<file path="config.mk">
export PLATFORM = sky130hd
export DESIGN_NAME = ingress_credit_shaper
export DESIGN_NICKNAME = d
export VERILOG_FILES = /design/src/rtl/ingress_credit_shaper.sv
export SDC_FILE = /design/constraint.sdc
export NUM_CORES = 1
export LEC_CHECK = 0
export ABC_CLOCK_PERIOD_IN_PS = 7100
export BUFFER_PORTS_ARGS = -buffer_cell sky130_fd_sc_hd__buf_2
export CAP_MARGIN = 20
export CORE_AREA = 5 5 83 142
export DETAILED_ROUTE_END_ITERATION = 7
export DIE_AREA = 0 0 88 147
export HOLD_SLACK_MARGIN = 0.15
export PLACE_DENSITY = 0.75
export SETUP_SLACK_MARGIN = 0.2
export SYNTH_ARGS = -nofsm -noshare
export SYNTH_HDL_FRONTEND = slang
export SYNTH_SLANG_ARGS = --single-unit
</file>
<file path="constraint.sdc">
create_clock -name clk -period 7.1 [get_ports clk]
set_input_delay 1.065 -clock clk [delete_from_list [all_inputs] [get_ports clk]]
set_output_delay 1.065 -clock clk [all_outputs]
set_load 0.05 [all_outputs]
</file>
<file path="src/rtl/ingress_credit_shaper.sv">
// Per-port ingress shaper: screens headers, queues legal packets and
// issues them to the switch port only while port FIFO credit remains.
module ingress_credit_shaper #(
   parameter int PACKET_WIDTH = 16,
   parameter int DEPTH        = 8,
   parameter int QDEPTH       = 4,
   parameter int PORT_ID      = 0,
   parameter int INIT_CYCLES  = 20
) (
   input  logic                         clk,
   input  logic                         rst,
   input  logic                         s_valid,
   output logic                         s_ready,
   input  logic [PACKET_WIDTH-1:0]      s_pkt,
   input  logic                         pause,
   output logic                         sw_valid_in,
   output logic [PACKET_WIDTH-1:0]      sw_pkt,
   output logic [3:0]                   sw_target,
   input  logic                         sw_pop,
   output logic [$clog2(DEPTH+1)-1:0]   credit,
   output logic [$clog2(QDEPTH+1)-1:0]  q_count,
   output logic [15:0]                  bad_cnt,
   output logic [15:0]                  sent_cnt,
   output logic                         credit_err
);

   localparam int CW = $clog2(DEPTH+1);
   localparam int QW = $clog2(QDEPTH+1);
   localparam int PW = $clog2(QDEPTH);
   localparam int IW = $clog2(INIT_CYCLES+1);
   localparam logic [CW-1:0] CMAX  = CW'(DEPTH);
   localparam logic [QW-1:0] QFULL = QW'(QDEPTH);
   localparam logic [3:0]    PID   = 4'(PORT_ID);
   localparam logic [IW-1:0] ILAST = IW'(INIT_CYCLES-1);

   typedef enum logic [1:0] {INIT, RUN, PAUSE} state_t;

   state_t                  state;
   logic [IW-1:0]           init_cnt;
   logic [PACKET_WIDTH-1:0] mem [QDEPTH];
   logic [PW-1:0]           wptr;
   logic [PW-1:0]           rptr;
   logic [3:0]              tgt;
   logic                    legal;
   logic                    hs;
   logic                    enq;
   logic                    rej;
   logic                    issue;

   assign s_ready = (state != INIT) && (q_count != QFULL);
   assign tgt     = s_pkt[7:4];
   assign legal   = (tgt != 4'd0) && !tgt[PORT_ID[1:0]]
                 && (s_pkt[3:0] == PID);
   assign hs      = s_valid && s_ready;
   assign enq     = hs && legal;
   assign rej     = hs && !legal;
   assign issue   = (state == RUN) && (q_count != '0)
                 && (credit != '0);

   always_ff @(posedge clk) begin
      if (rst) begin
         state    <= INIT;
         init_cnt <= '0;
      end else begin
         unique case (state)
            INIT: begin
               if (init_cnt == ILAST) state <= RUN;
               else init_cnt <= init_cnt + IW'(1);
            end
            RUN:     if (pause)  state <= PAUSE;
            PAUSE:   if (!pause) state <= RUN;
            default: state <= INIT;
         endcase
      end
   end

   always_ff @(posedge clk) begin
      if (rst) begin
         wptr    <= '0;
         rptr    <= '0;
         q_count <= '0;
      end else begin
         if (enq)   wptr <= wptr + PW'(1);
         if (issue) rptr <= rptr + PW'(1);
         if (enq && !issue)      q_count <= q_count + QW'(1);
         else if (!enq && issue) q_count <= q_count - QW'(1);
      end
   end

   always_ff @(posedge clk) begin
      if (enq) mem[wptr] <= s_pkt;
   end

   always_ff @(posedge clk) begin
      if (rst) begin
         sw_valid_in <= 1'b0;
         sw_pkt      <= '0;
         sw_target   <= '0;
         credit      <= CMAX;
         bad_cnt     <= '0;
         sent_cnt    <= '0;
         credit_err  <= 1'b0;
      end else begin
         sw_valid_in <= issue;
         if (issue) begin
            sw_pkt    <= mem[rptr];
            sw_target <= mem[rptr][7:4];
            if (sent_cnt != 16'hFFFF) sent_cnt <= sent_cnt + 16'd1;
         end
         if (rej && bad_cnt != 16'hFFFF) bad_cnt <= bad_cnt + 16'd1;
         // A pop with the FIFO already fully credited is a protocol error
         unique case (1'b1)
            issue && !sw_pop:
               credit <= credit - CW'(1);
            !issue && sw_pop && (credit != CMAX):
               credit <= credit + CW'(1);
            !issue && sw_pop && (credit == CMAX):
               credit_err <= 1'b1;
            default: ;
         endcase
      end
   end

endmodule

</file>
Word-level counts from Yosys, hierarchy flattened
Memory sizes are Yosys's and may differ from the RTL's. A register that Yosys moved wholly into a read port is not among the register bits.
Index checks and enable logic that the tools add are counted.
{"block": "op_classes", "shifts": 0, "muxes": 11, "multipliers": 0, "addsub": 9, "n_bitwise": 1, "n_reduce_logical": 31, "n_eq_ne": 11, "div": 0, "magnitude_cmp": 0}
{"operator": "16-bit by 1-bit adder with 16-bit output, second input constant", "n": 2}
{"operator": "16-bit inequality test, second input constant", "n": 2}
{"operator": "1-bit logical AND", "n": 15}
{"operator": "2-bit two-way mux", "n": 5}
{"operator": "4-bit case mux with 2 select lines", "n": 1}
{"operator": "4-bit nonzero test", "n": 2}
{"operator": "3-bit two-way mux", "n": 2}
{"operator": "2-bit inequality test, second input constant", "n": 3}
{"operator": "2-bit case mux with 3 select lines", "n": 1}
{"operator": "2-bit nonzero test", "n": 3}
{"operator": "5-bit by 1-bit adder with 5-bit output, second input constant", "n": 1}
{"operator": "5-bit == test, second input constant", "n": 1}
{"operator": "1-bit logical NOT", "n": 5}
{"operator": "2-bit by 1-bit adder with 2-bit output, second input constant", "n": 2}
{"operator": "4-bit by 1-bit adder with 4-bit output, second input constant", "n": 1}
{"operator": "4-bit == test, second input constant", "n": 1}
{"operator": "4-bit logical NOT", "n": 1}
{"operator": "4-bit inequality test, second input constant", "n": 1}
{"operator": "2-bit AND reduction", "n": 2}
{"operator": "4-bit by 1-bit subtractor with 4-bit output, second input constant", "n": 1}
{"operator": "3-bit by 1-bit adder with 3-bit output, second input constant", "n": 1}
{"operator": "3-bit inequality test, second input constant", "n": 1}
{"operator": "3-bit AND reduction", "n": 1}
{"operator": "3-bit nonzero test", "n": 1}
{"operator": "other kinds (6)", "n": 7}
{"block": "totals", "word_cells": 76, "latchBits": 0, "inputBits": 21, "romBits": 0, "out_inout_bits": 62, "ram_bits": 64, "mem_count": 1, "register_bits": 72}
{"name": "mem", "words": 4, "word_bits": 16, "read_ports": 1, "rd_ports_with_merged_regs": 1, "wr": 1, "line_no": "40", "source": "logic [PACKET_WIDTH-1:0] mem [QDEPTH];"}

Longest topological paths before layout
{"block": "logic_depth", "ltp_word": 8, "mapped_depth": 11, "ltp_nobuf": 9}

Worst setup path after synthesis
OpenSTA, ideal clock, no wires.
{"block": "synth_path", "path_kind": "in2reg", "start": "input port s_pkt[1]", "end": "register q_count[2]", "cell_stages": 10, "path_buffers": 1, "slack_ns": 3.565, "setup_ns": 0.070, "required_time_ns": 7.030, "arrival_ns": 3.465, "path_cell_list": "or4_1 > nor3_2 > nor2b_1 > buf_2 > ha_1 > inv_1 > fa_1 > xor2_1 > or3_1 > a21oi_1"}
{"block": "synth_via", "elab_chain_cells": 6, "word_cells_on_any_way": 8, "cone_classes": "1 x mux; 7 x reduce/logical"}
{"item": "start: declaration", "line_no": "14", "source": "input logic [PACKET_WIDTH-1:0] s_pkt,"}
{"item": "4-bit logical NOT (*)", "line_no": "53", "source": "&& (s_pkt[3:0] == PID);"}
{"item": "1-bit logical AND (*)", "line_no": "53"}
{"item": "1-bit logical AND (*)", "line_no": "55", "source": "assign enq = hs && legal;"}
{"item": "via enq", "line_no": "46", "source": "logic enq;"}
{"item": "1-bit logical NOT", "line_no": "86", "source": "else if (!enq && issue) q_count <= q_count - QW'(1);"}
{"item": "1-bit logical AND", "line_no": "86"}
{"item": "2-bit nonzero test (no line)"}
{"item": "end signal: assignment", "line_no": "85", "source": "if (enq && !issue) q_count <= q_count + QW'(1);"}
{"item": "end signal: assignment", "line_no": "86"}
{"item": "end: declaration", "line_no": "21", "source": "output logic [$clog2(QDEPTH+1)-1:0] q_count,"}
The timed path passes the listed nets; every way through them passes the cells marked *.
A chain may end at the register's enable or synchronous reset.

Final worst setup path
{"block": "layout_path", "start": "input port s_pkt[1]", "end": "register q_count[2]"}
{"block": "layout_via", "elab_chain_cells": 6, "word_cells_on_any_way": 8, "cone_classes": "1 x mux; 7 x reduce/logical"}
{"item": "4-bit logical NOT (*)", "line_no": "53"}
{"item": "1-bit logical AND (*)", "line_no": "53"}
{"item": "1-bit logical AND (*)", "line_no": "55"}
{"item": "1-bit logical NOT", "line_no": "86"}
{"item": "1-bit logical AND", "line_no": "86"}
{"item": "2-bit nonzero test (no line)"}
Every way passes the cells marked *; elsewhere a longest branch is shown, timed or not.

==> results.py <==
metrics = {
    "status": {
        "status": "complete, no violations",
    },
    "critical_path": {
        "path_cells": "buf_2 -> or4_1 -> nor3_2 -> nor2b_1 -> ha_1 -> inv_1 -> fa_1 -> xor2_1 -> or3_1 -> a21oi_1",
        "critical_path.slowest_cell": "or4_1",
        "path_delay_family": "simple AND/OR/NAND/NOR gates",
        "timing_worst_setup_path_type": "input pin to flip-flop",
        "end_kind": "flip-flop",
        "cp.arrival_ns": 4.13,
        "cp_num_buf_inv": 2,
        "cp_max_fo": 10,
        "critPathMaxStageDelay_ns": 0.55,
        "worstSetupStartpointType": "input pin",
        "cp_data_required_time_ns": 7.42,
    },
    "global_route": {
        "grt_pass1_wl_um": 18580,
        "grt.overflow.total": 0,
        "antenna_found_initial": 0,
        "grt_start_max_net_pins": 71,
        "grt_pass1_vias": 3777,
        "grtUsageTotal": 0.1835,
    },
    "clock_network": {
        "cts_max_level": 4,
        "cts-root-buf": "clkbuf_16",
        "cts_tree": "yes",
        "clk_pin_slew_ns": 0.06,
        "clockBufferDepth": 2,
        "clkSinkCount": 134,
        "cts_hold_buffers": 0,
        "clkLatencyLatePin_ns": 0.41,
        "post-cts-setup-buffers": 0,
        "cts_buffers": 17,
        "ctsResizeCount": 0,
    },
    "final_layout": {
        "multi_input_area_um2": 2088,
        "nets": 573,
        "regArea_um2": 3323,
        "area_delta_synth_final_pct": 19.04,
        "stdcell_area_um2": 6643,
        "drive_gt1_frac": 0.2514,
        "fillers": 835,
        "diodes": 0,
    },
    "yosys": {
        "synth_edf_count": 64,
        "ys_ff_latch": 134,
        "synth_fp_nets": 495,
        "ys_warn_count": 0,
        "yosysUniqueCellTypes": 51,
        "yosys.area.top_type": "edfxtp_1",
        "yosysMostFrequentCell": "dfxtp_1",
        "synth_seq_area_share": 0.5955,
        "ys_top_cells_by_count": "70 x dfxtp_1, 64 x edfxtp_1, 44 x nor2_1",
        "async_flop_share": 0,
        "synth_area_um2": 5580,
        "synthFlopType": "dfxtp_1",
        "avgSynthCellArea_um2": 12.08,
        "synth_area_leaders": "edfxtp_1 34%, dfxtp_1 25%, mux4_2 6.5%",
        "yosysTopAreaCellShare": 0.3444,
        "synthCells": 462,
    },
    "sta": {
        "slew_headroom": 0.2455,
        "setup-tns-final_ns": 0,
        "worst_pin_slew_ns": 1.121,
        "rsz0062_at_grt": "false",
        "fmaxAchievable_mhz": 262.7,
        "skew_ns": 0.01009,
        "period_needed_ns": 3.807,
        "drv_slew": 0,
        "finalSetupViolations": 0,
        "fin_crit_sh": 0.5362,
        "final-hold-violation-count": 0,
    },
    "routing": {
        "drt_pass1_iterations": 4,
        "first_iter_violations": 138,
        "totalWireLength_um": 11270,
        "postRouteAntennaNets": 0,
        "wl_per_cell_um": 16.50,
        "vias_per_cell": 5.534,
        "drc": 0,
        "via_count": 3780,
    },
    "die": {
        "dieArea_um2": 12940,
        "rows": 50,
        "fp.dieW_um": 88,
        "die_y_um": 147,
        "core-area_um2": 10570,
        "start_util": 0.5278,
        "pin_count": 83,
    },
    "placed_design": {
        "gp_congestion": 0.8047,
        "port_buffers": 82,
        "hpwl_um": 7661,
        "placed_area_um2": 6037,
    },
    "flow_run": {
        "cap_violations": 0,
    },
    "power": {
        "ir_worst_vdd_uv": 273.1,
        "p_per_area_nw_per_um2": 274.6,
        "power.leakage_nw": 2.414,
    },
    "hold_path": {
        "hold_class": "flip-flop to flip-flop",
    },
}
## power by group
group,internal [mW],switching (mW),leakage (nW),total (mW)
sequential,0.820,0.0156,1.14,0.836
clock,0.525,0.321,0.272,0.847
combinational,0.0518,0.0896,1.00,0.141
total,1.40,0.426,2.41,1.82
## path summary, 6_finish.rpt
check / from / endpoint / slack [ns] / depth (start not counted)
max reg2reg: q_count[0]$_SDFFE_PP0P_ / q_count[2]$_SDFFE_PP0P_ / 3.81 / 9
min: credit_err$_SDFFE_PP0P_ / credit_err$_SDFFE_PP0P_ / 0.45 / 2
max: s_pkt[1] / q_count[2]$_SDFFE_PP0P_ / 3.29 / 10
min reg2reg: credit_err$_SDFFE_PP0P_ / credit_err$_SDFFE_PP0P_ / 0.45 / 2
## stage by stage
stage | instances | power (mW) | utilization | hold slack [ns] | setup slack [ns]
2_1_floorplan | 462 | 0.9588 | - | 0.4706 | 3.565
3_3_place_gp | 650 | 0.9875 | 0.5710 | 0.4327 | 3.040
3_5_place_dp | 650 | 0.9951 | 0.5710 | 0.4386 | 2.887
4_1_cts | 682 | 1.838 | 0.6257 | 0.4472 | 3.294
5_1_grt | 683 | 1.894 | 0.6283 | 0.4704 | 3.148
6_report | 683 | 1.824 | 0.6283 | 0.4451 | 3.293
## cells by family after synthesis
family                   share of synthesized area
AO/OA/AOI/OAI                              0.04955
XOR/XNOR                                   0.05179
adder cells (fa/ha/maj)                    0.03139
buffers and inverters                      0.03027
flip-flops                                  0.5955
multiplexers                               0.08094
AND/OR/NAND/NOR                             0.1605
## area by class of cell
type	count	share of cell area
sequential	134	0.5003
multi-input combinational	293	0.3144
timing repair buffer	86	0.06932
clock buffer	20	0.06724
tap	130	0.02449
clock inverter	12	0.01978
inverter	8	0.004521
## worst register-to-register path: cells and delay by family, from the launching register on
family / cells / cell delay (ns)
adders and majority gates: 2 / 0.69
buffers and inverters: 2 / 0.63
DFF: 1 / 0.37
and+or+nand+nor: 3 / 1.23
AOI/OAI and AO/OA: 1 / 0.15
xor gates and xnor gates: 1 / 0.16
## placed cells by master, fill, tap and decap left out, drive strengths merged, types with 2 or more instances in the layout
master	count
a21o	2
a21oi	27
a311oi	2
and2	5
and3	3
and4	3
buf	86
bufinv	2
clkbuf	20
clkinv	6
clkinvlp	4
dfxtp	70
edfxtp	64
fa	2
ha	10
inv	8
mux2i	8
mux4	16
nand2	43
nand3	12
nand4	14
nor2	44
nor2b	2
nor3	23
nor3b	2
nor4	16
o21a	2
o21ai	4
o31ai	2
or3	2
or4	3
xnor2	25
xor2	8
## state kept, by name, summed over array words and instances (netlist names), named ones only
signal / cells
sw_valid_in: 1
credit_err: 1
bad_cnt: 16
init_cnt: 5
sw_pkt: 16
credit: 4
wptr: 2
rptr: 2
mem: 64
state: 2
q_count: 3
sent_cnt: 16
## metal layers
| metal | share of wire | global-route usage | wire length [µm] |
|---|---|---|---|
| met5 | 0 | 0 | 0 |
| met2 | 0.55 | 0.3289 | 6234 |
| met4 | 0.016 | 0.06144 | 185 |
| met1 | 0.39 | 0.2081 | 4387 |
| met3 | 0.041 | 0.04433 | 464 |
No activity file was read; power rests on OpenSTA's default activity.
